**config.mk**
```make
export PLATFORM = sky130hd
export DESIGN_NAME = mult_result_buffer
export DESIGN_NICKNAME = d
export VERILOG_FILES = /design/src/rtl/mult_pkg.sv /design/src/rtl/sync_rise_detect.sv /design/src/rtl/mult_result_buffer.sv
export SDC_FILE = /design/constraint.sdc
export NUM_CORES = 1
export LEC_CHECK = 0
export CAP_MARGIN = 20
export CORE_MARGIN = 4
export CORE_UTILIZATION = 54
export CTS_CLUSTER_DIAMETER = 40
export DETAILED_ROUTE_END_ITERATION = 8
export HOLD_SLACK_MARGIN = 0.02
export PLACE_DENSITY_LB_ADDON = 0.08
export SYNTH_ARGS = -nofsm -noshare
export SYNTH_HDL_FRONTEND = slang
export SYNTH_SLANG_ARGS = --single-unit
```
**constraint.sdc**
```tcl
create_clock -name clk -period 6.3 [get_ports clk]
set_clock_uncertainty 0.05 [all_clocks]
set_input_delay 0.945 -clock clk [delete_from_list [all_inputs] [get_ports clk]]
set_output_delay 0.945 -clock clk [all_outputs]
set_load 0.01 [all_outputs]
```
**src/rtl/mult_pkg.sv**
```systemverilog
// mult_pkg -- shared constants and types for the 4x4 sequential multiplier
// result path.
//   MULT_DATA_W    : product width
//   MULT_BUF_DEPTH : default result FIFO depth
//   SYNC_STAGES    : flops in a pad-strobe synchroniser
//   ACC_W          : width of the optional product accumulator
//   fifo_op_e      : what the result FIFO does on a given clock edge
package mult_pkg;

  localparam int MULT_DATA_W    = 8;
  localparam int MULT_BUF_DEPTH = 4;
  localparam int SYNC_STAGES    = 2;
  localparam int ACC_W          = 16;

  typedef enum logic [1:0] {
    OP_IDLE = 2'b00,
    OP_PUSH = 2'b01,
    OP_POP  = 2'b10,
    OP_BOTH = 2'b11
  } fifo_op_e;

endpackage

```
**src/rtl/sync_rise_detect.sv**
```systemverilog
// sync_rise_detect -- STAGES-flop synchroniser for an asynchronous pad strobe,
// followed by a rising-edge detector. o_pulse is high for exactly one clk cycle
// per rising edge of the synchronised level, however long the pad stays high.
// Ports:
//   clk      in  system clock
//   rst_n    in  asynchronous active-low reset (all flops to 0)
//   i_async  in  asynchronous pad input
//   o_pulse  out one-cycle pulse, combinational from registers only
module sync_rise_detect #(
  parameter int STAGES = 2
) (
  input  logic clk,
  input  logic rst_n,
  input  logic i_async,
  output logic o_pulse
);

  logic [STAGES-1:0] r_sync;
  logic              r_prev;

  // synchroniser chain plus one flop holding the previous synchronised level
  always_ff @(posedge clk or negedge rst_n) begin
    if (!rst_n) begin
      r_sync <= {STAGES{1'b0}};
      r_prev <= 1'b0;
    end else begin
      r_sync <= {r_sync[STAGES-2:0], i_async};
      r_prev <= r_sync[STAGES-1];
    end
  end

  assign o_pulse = r_sync[STAGES-1] & ~r_prev;

endmodule

```
**src/rtl/mult_result_buffer.sv**
```systemverilog
// mult_result_buffer -- captures every product the multiplier marks valid into
// a DEPTH-entry FIFO and presents the oldest entry until an external
// (asynchronous) read strobe pops it. The producer never stalls: a push into a
// full buffer is dropped and the sticky overflow flag is raised.
// Optional feature macro: MULT_BUF_ACC_EN -- when defined, acc_sum is a 16-bit
// wrapping sum of every accepted product; otherwise acc_sum is tied to zero.
// Ports:
//   clk        in  system clock
//   rst_n      in  asynchronous active-low reset
//   clr        in  synchronous clear (FIFO, overflow, accumulator); beats push/pop
//   in_valid   in  one-cycle strobe: in_data holds a finished product
//   in_data    in  product from the multiplier datapath
//   in_ready   out buffer can accept a push this cycle (informational)
//   rd_req     in  asynchronous pad; each rising edge pops one entry
//   out_data   out head entry, 0 when empty
//   out_valid  out buffer non-empty
//   count      out occupancy 0..DEPTH
//   overflow   out sticky: a product was dropped
//   acc_sum    out running sum of accepted products (0 without MULT_BUF_ACC_EN)
module mult_result_buffer
  import mult_pkg::*;
#(
  parameter int DEPTH  = MULT_BUF_DEPTH,
  parameter int DATA_W = MULT_DATA_W
) (
  input  logic                       clk,
  input  logic                       rst_n,
  input  logic                       clr,
  input  logic                       in_valid,
  input  logic [DATA_W-1:0]          in_data,
  output logic                       in_ready,
  input  logic                       rd_req,
  output logic [DATA_W-1:0]          out_data,
  output logic                       out_valid,
  output logic [$clog2(DEPTH):0]     count,
  output logic                       overflow,
  output logic [ACC_W-1:0]           acc_sum
);

  localparam int PTR_W = $clog2(DEPTH);
  localparam int CNT_W = PTR_W + 1;
  localparam logic [CNT_W-1:0] FULL_CNT = CNT_W'(DEPTH);

  logic [DATA_W-1:0] r_mem [DEPTH];
  logic [PTR_W-1:0]  r_wr_ptr;
  logic [PTR_W-1:0]  r_rd_ptr;
  logic [CNT_W-1:0]  r_count;
  logic              r_overflow;

  logic     w_pop_pulse;
  logic     w_empty;
  logic     w_full;
  logic     w_pop;
  logic     w_push;
  logic     w_drop;
  fifo_op_e w_op;

  sync_rise_detect #(
    .STAGES (SYNC_STAGES)
  ) u_rd_sync (
    .clk     (clk),
    .rst_n   (rst_n),
    .i_async (rd_req),
    .o_pulse (w_pop_pulse)
  );

  assign w_empty = (r_count == CNT_W'(0));
  assign w_full  = (r_count == FULL_CNT);

  // A pop on an empty buffer is simply ignored; a pop on a full buffer frees
  // the slot the same-cycle push lands in, so a full buffer can still accept.
  assign w_pop    = w_pop_pulse & ~w_empty;
  assign in_ready = ~w_full | w_pop;
  assign w_push   = in_valid & in_ready;
  assign w_drop   = in_valid & ~in_ready;

  // classify the edge's FIFO operation
  always_comb begin
    w_op = OP_IDLE;
    if (w_push && w_pop) begin
      w_op = OP_BOTH;
    end else if (w_push) begin
      w_op = OP_PUSH;
    end else if (w_pop) begin
      w_op = OP_POP;
    end else begin
      w_op = OP_IDLE;
    end
  end

  // pointers, occupancy and sticky overflow; clr wins over push and pop
  always_ff @(posedge clk or negedge rst_n) begin
    if (!rst_n) begin
      r_wr_ptr   <= PTR_W'(0);
      r_rd_ptr   <= PTR_W'(0);
      r_count    <= CNT_W'(0);
      r_overflow <= 1'b0;
    end else if (clr) begin
      r_wr_ptr   <= PTR_W'(0);
      r_rd_ptr   <= PTR_W'(0);
      r_count    <= CNT_W'(0);
      r_overflow <= 1'b0;
    end else begin
      // pointers wrap naturally because DEPTH is a power of two
      case (w_op)
        OP_PUSH: begin
          r_wr_ptr <= r_wr_ptr + PTR_W'(1);
          r_count  <= r_count + CNT_W'(1);
        end
        OP_POP: begin
          r_rd_ptr <= r_rd_ptr + PTR_W'(1);
          r_count  <= r_count - CNT_W'(1);
        end
        OP_BOTH: begin
          r_wr_ptr <= r_wr_ptr + PTR_W'(1);
          r_rd_ptr <= r_rd_ptr + PTR_W'(1);
        end
        default: begin
          r_count <= r_count;
        end
      endcase
      if (w_drop) begin
        r_overflow <= 1'b1;
      end
    end
  end

  // storage array; contents survive clr, only the pointers are reset
  always_ff @(posedge clk) begin
    if (w_push && !clr) begin
      r_mem[r_wr_ptr] <= in_data;
    end
  end

  assign out_valid = ~w_empty;
  assign out_data  = out_valid ? r_mem[r_rd_ptr] : DATA_W'(0);
  assign count     = r_count;
  assign overflow  = r_overflow;

`ifdef MULT_BUF_ACC_EN
  logic [ACC_W-1:0] r_acc;

  // wrapping sum of accepted products; dropped products are never added
  always_ff @(posedge clk or negedge rst_n) begin
    if (!rst_n) begin
      r_acc <= ACC_W'(0);
    end else if (clr) begin
      r_acc <= ACC_W'(0);
    end else if (w_push) begin
      r_acc <= r_acc + ACC_W'(in_data);
    end
  end

  assign acc_sum = r_acc;
`else
  assign acc_sum = 16'h0000;
`endif

endmodule

```
==> key figures <==
Run status
  • Status: completed

CTS
  • CTS tree: done
  • H-tree depth: 2
  • CTS root buffer: clkbuf_8
  • Num Clock Sinks: 43
  • Clk pin slew, worst setup/hold paths: 80 ps
  • Clock insertion delay at the later pin of the skew report: 290 ps
  • CTS max path bufs: 2
  • Setup bufs post-CTS: 0
  • Cts hold-fix bufs: 0
  • PostCTS Resize Cnt: 0
  • Num CTS Buffers: 5

Drt
  • DR iter-0 viols: 59
  • Total vias in the final route: 1083
  • Routed length per instance: 15.9 microns
  • Final WL: 3.35 mm
  • Vias/cell: 5.13
  • DR pass1 iterations: 4
  • Post-route ant nets: 0
  • Remaining DRCs: 0

Worst hold path
  • Hold depth: 0
  • Hold/Removal Path Class: reg2reg
  • Hold path start: u_rd_sync.r_sync[0]
  • Worst Hold Path EP: u_rd_sync.r_sync[1]

Finish
  • P&R area growth vs syn: 12.2%
  • Most frequent cells in the layout: 32 x edfxtp_1, 26 x clkdlybuf4s50_1, 16 x conb_1
  • Diode count: 0
  • Seq. cell area: 1240 sq um
  • Multi-input logic area: 682 sq um
  • # fillers: 309
  • Nets@finish: 180
  • Share of layout cells above drive strength 1: 15.3%
  • Most common cell after layout, fill and taps aside: edfxtp_1

Worst setup path
  • Worst Path Max Fanout: 11
  • Crit-path cells: mux4_2, and2_1, clkdlybuf4s50_1
  • Setup crit start kind: flop
  • Worst Path Class, Setup: reg2out
  • Required @ worst endpoint: 5300 ps
  • FF-to-FF Start: count[0]
  • Buf+Inv Stages, Crit Path: 1
  • Arrival time worst endpoint: 2250 ps
  • Worst reg2reg path endpoint: count[2]
  • Largest delay contributor family on the critical path: flip-flops
  • CP peak stage delay: 730 ps
  • CP max-delay cell: dfrtp_1
  • R2R Setup Slk: 4170 ps
  • Setup crit end kind: output pin
  • Reg2Reg Depth: 6

Run
  • MaxCap Viol Count: 0

Die
  • I/O Pins: 43
  • Starting density of the core: 56.5%
  • Row count: 22
  • Die area: 4920 sq um
  • Die Wd: 70.1 microns
  • Core Region: 3690 sq um
  • Overall die height: 70.1 microns

Timing
  • Final setup fails: 0
  • RSZ-0062 raised after global routing: false
  • Worst-Margin Slew: 604 ps
  • Total Neg Setup Slack: 0 ps
  • Slew HR: 59.7%
  • Final hold vios: 0
  • Max Freq: 0.308 GHz
  • Setup ws final: 3050 ps
  • Fin. max-slew vios: 0
  • Final period util: 51.6%
  • Min Tclk post-route: 3250 ps

GRT
  • Vias in the first global route: 1117
  • Congestion Overflow GR: 0
  • Maximum number of pins on one net before global-route repair: 13
  • First-pass GRT wire length: 5.57 mm
  • Antenna violations before repair: 0
  • Overall Global Routing Usage: 14.7%

Logic synthesis
  • Synth Register Bits: 43
  • Syn Std Cell Area: 2080 sq um
  • Cells after Synth: 137
  • Register area share after synthesis: 59.3%
  • Distinct cells, synth: 41
  • Synthesis Warnings: 0
  • Post-Syn Area per Cell: 15.2 sq um

Placed design
  • Worst slack at placement: 3260 ps
  • Gpl congestion: 0.724
  • DP Wirelength: 2.36 mm
  • IO buf count: 26

Power
  • Peak VDD IR: 167 uV
  • Pwr dens: 258 nW/um^2
  • Leak: 0.836 nW
==> Yosys cell counts <==
master / number / share of area (%)
a31oi_4: 1 / 1.0
nor2_2: 1 / 0.30
buf_12: 1 / 0.96
xnor2_1: 2 / 0.84
o21ai_0: 1 / 0.24
buf_4: 16 / 5.8
nand3_2: 1 / 0.48
nand3_1: 3 / 0.72
nor4_1: 1 / 0.30
a31oi_1: 1 / 0.30
and2b_1: 1 / 0.36
or3_1: 2 / 0.60
nor3_2: 2 / 0.96
xor2_1: 1 / 0.42
and2b_4: 1 / 0.48
mux2i_1: 1 / 0.48
inv_2: 1 / 0.18
a21oi_1: 2 / 0.48
a32oi_1: 1 / 0.42
o22ai_1: 1 / 0.30
conb_1: 1 / 0.18
ha_1: 4 / 2.4
nand2b_1: 2 / 0.60
dfrtp_1: 11 / 13
edfxtp_1: 32 / 46
nor2_1: 7 / 1.3
o21ai_1: 1 / 0.24
buf_6: 4 / 2.2
nor3_1: 1 / 0.24
fa_1: 1 / 0.96
mux4_2: 8 / 8.6
a2111oi_2: 2 / 1.4
nand2_1: 1 / 0.18
o32ai_2: 1 / 0.78
a41oi_1: 1 / 0.42
inv_1: 4 / 0.72
and2_1: 11 / 3.3
buf_2: 1 / 0.24
and3_1: 1 / 0.30
clkbuf_8: 1 / 0.66
and2_2: 1 / 0.36
==> through the flow <==
stage | instance area, sq um | hold WS [ps] | utilization [%] | total power [W] | std cells
after global routing | 2340 | 331 | 63.4 | 0.000633 | 211
after floorplan | 2140 | 281 | - | 0.000414 | 152
after global placement | 2260 | 286 | 61.2 | 0.000446 | 203
final | 2340 | 307 | 63.4 | 0.000602 | 211
after CTS | 2340 | 310 | 63.4 | 0.000610 | 211
after detailed placement | 2260 | 292 | 61.2 | 0.000449 | 203
==> sequential cells by signal, summed over array words and instances, names as in the netlist <==
signal / flops
overflow: 1
u_rd_sync.r_prev: 1
r_wr_ptr: 2
r_rd_ptr: 2
r_mem: 32
u_rd_sync.r_sync: 2
count: 3
==> worst reg2reg max path: cells and delay by family, from the launching register on <==
kind / cells / cell delay, ps
adders and majority gates: 1 / 440
AOI/OAI and AO/OA: 1 / 80
and+or+nand+nor: 4 / 920
DFF: 1 / 510
==> report_power, final <==
part	total, W	switching (W)	internal (W)
Combinational	0.000111	0.0000538	0.0000567
Clock	0.000160	0.0000826	0.0000777
Sequential	0.000331	0.0000143	0.000317
==> area by class of cell <==
cell class / count / share of cell area, %
well taps: 48 / 2.57
flip-flops and latches: 43 / 52.9
inverters: 5 / 0.803
repair buffers: 26 / 11.1
clock inverters: 1 / 0.214
multi-input cells: 81 / 29.2
clock buffers: 7 / 3.26
==> worst max path at each step <==
| stage | depth (start not counted) | to | startpoint |
|---|---|---|---|
| finish | 3 | out_data[2] | r_rd_ptr[0] |
| global route | 3 | out_data[2] | r_rd_ptr[0] |
| CTS | 3 | out_data[2] | r_rd_ptr[0] |
| detailed placement | 5 | r_mem[0][1] | in_valid |
| global placement | 3 | out_data[5] | r_rd_ptr[0] |
| floorplan | 6 | count[2] | in_valid |
==> kinds of logic (layout without fill, tap and decap cells) <==
logic type                 after synthesis  in the layout  synth area share (%)
other                                    1             16                 0.180
DFF                                     43             43                  59.3
and+or+nand+nor                         36             36                  10.4
buffers and inverters                   28             39                  10.7
muxes                                    9              9                  9.12
xor gates and xnor gates                 3              3                  1.26
adders and majority gates                5              5                  3.36
AOI/OAI and AO/OA                       12             12                  5.64
==> per-layer routing <==
metal	track usage (%)	vias up	part of all wire, %
met5	0	-	0
met4	3.19	0	0.27
met3	4.75	2	4.5
met2	24.2	26	53
met1	18.9	535	43
li1	-	520	-
(Power assumes the default switching activity.)
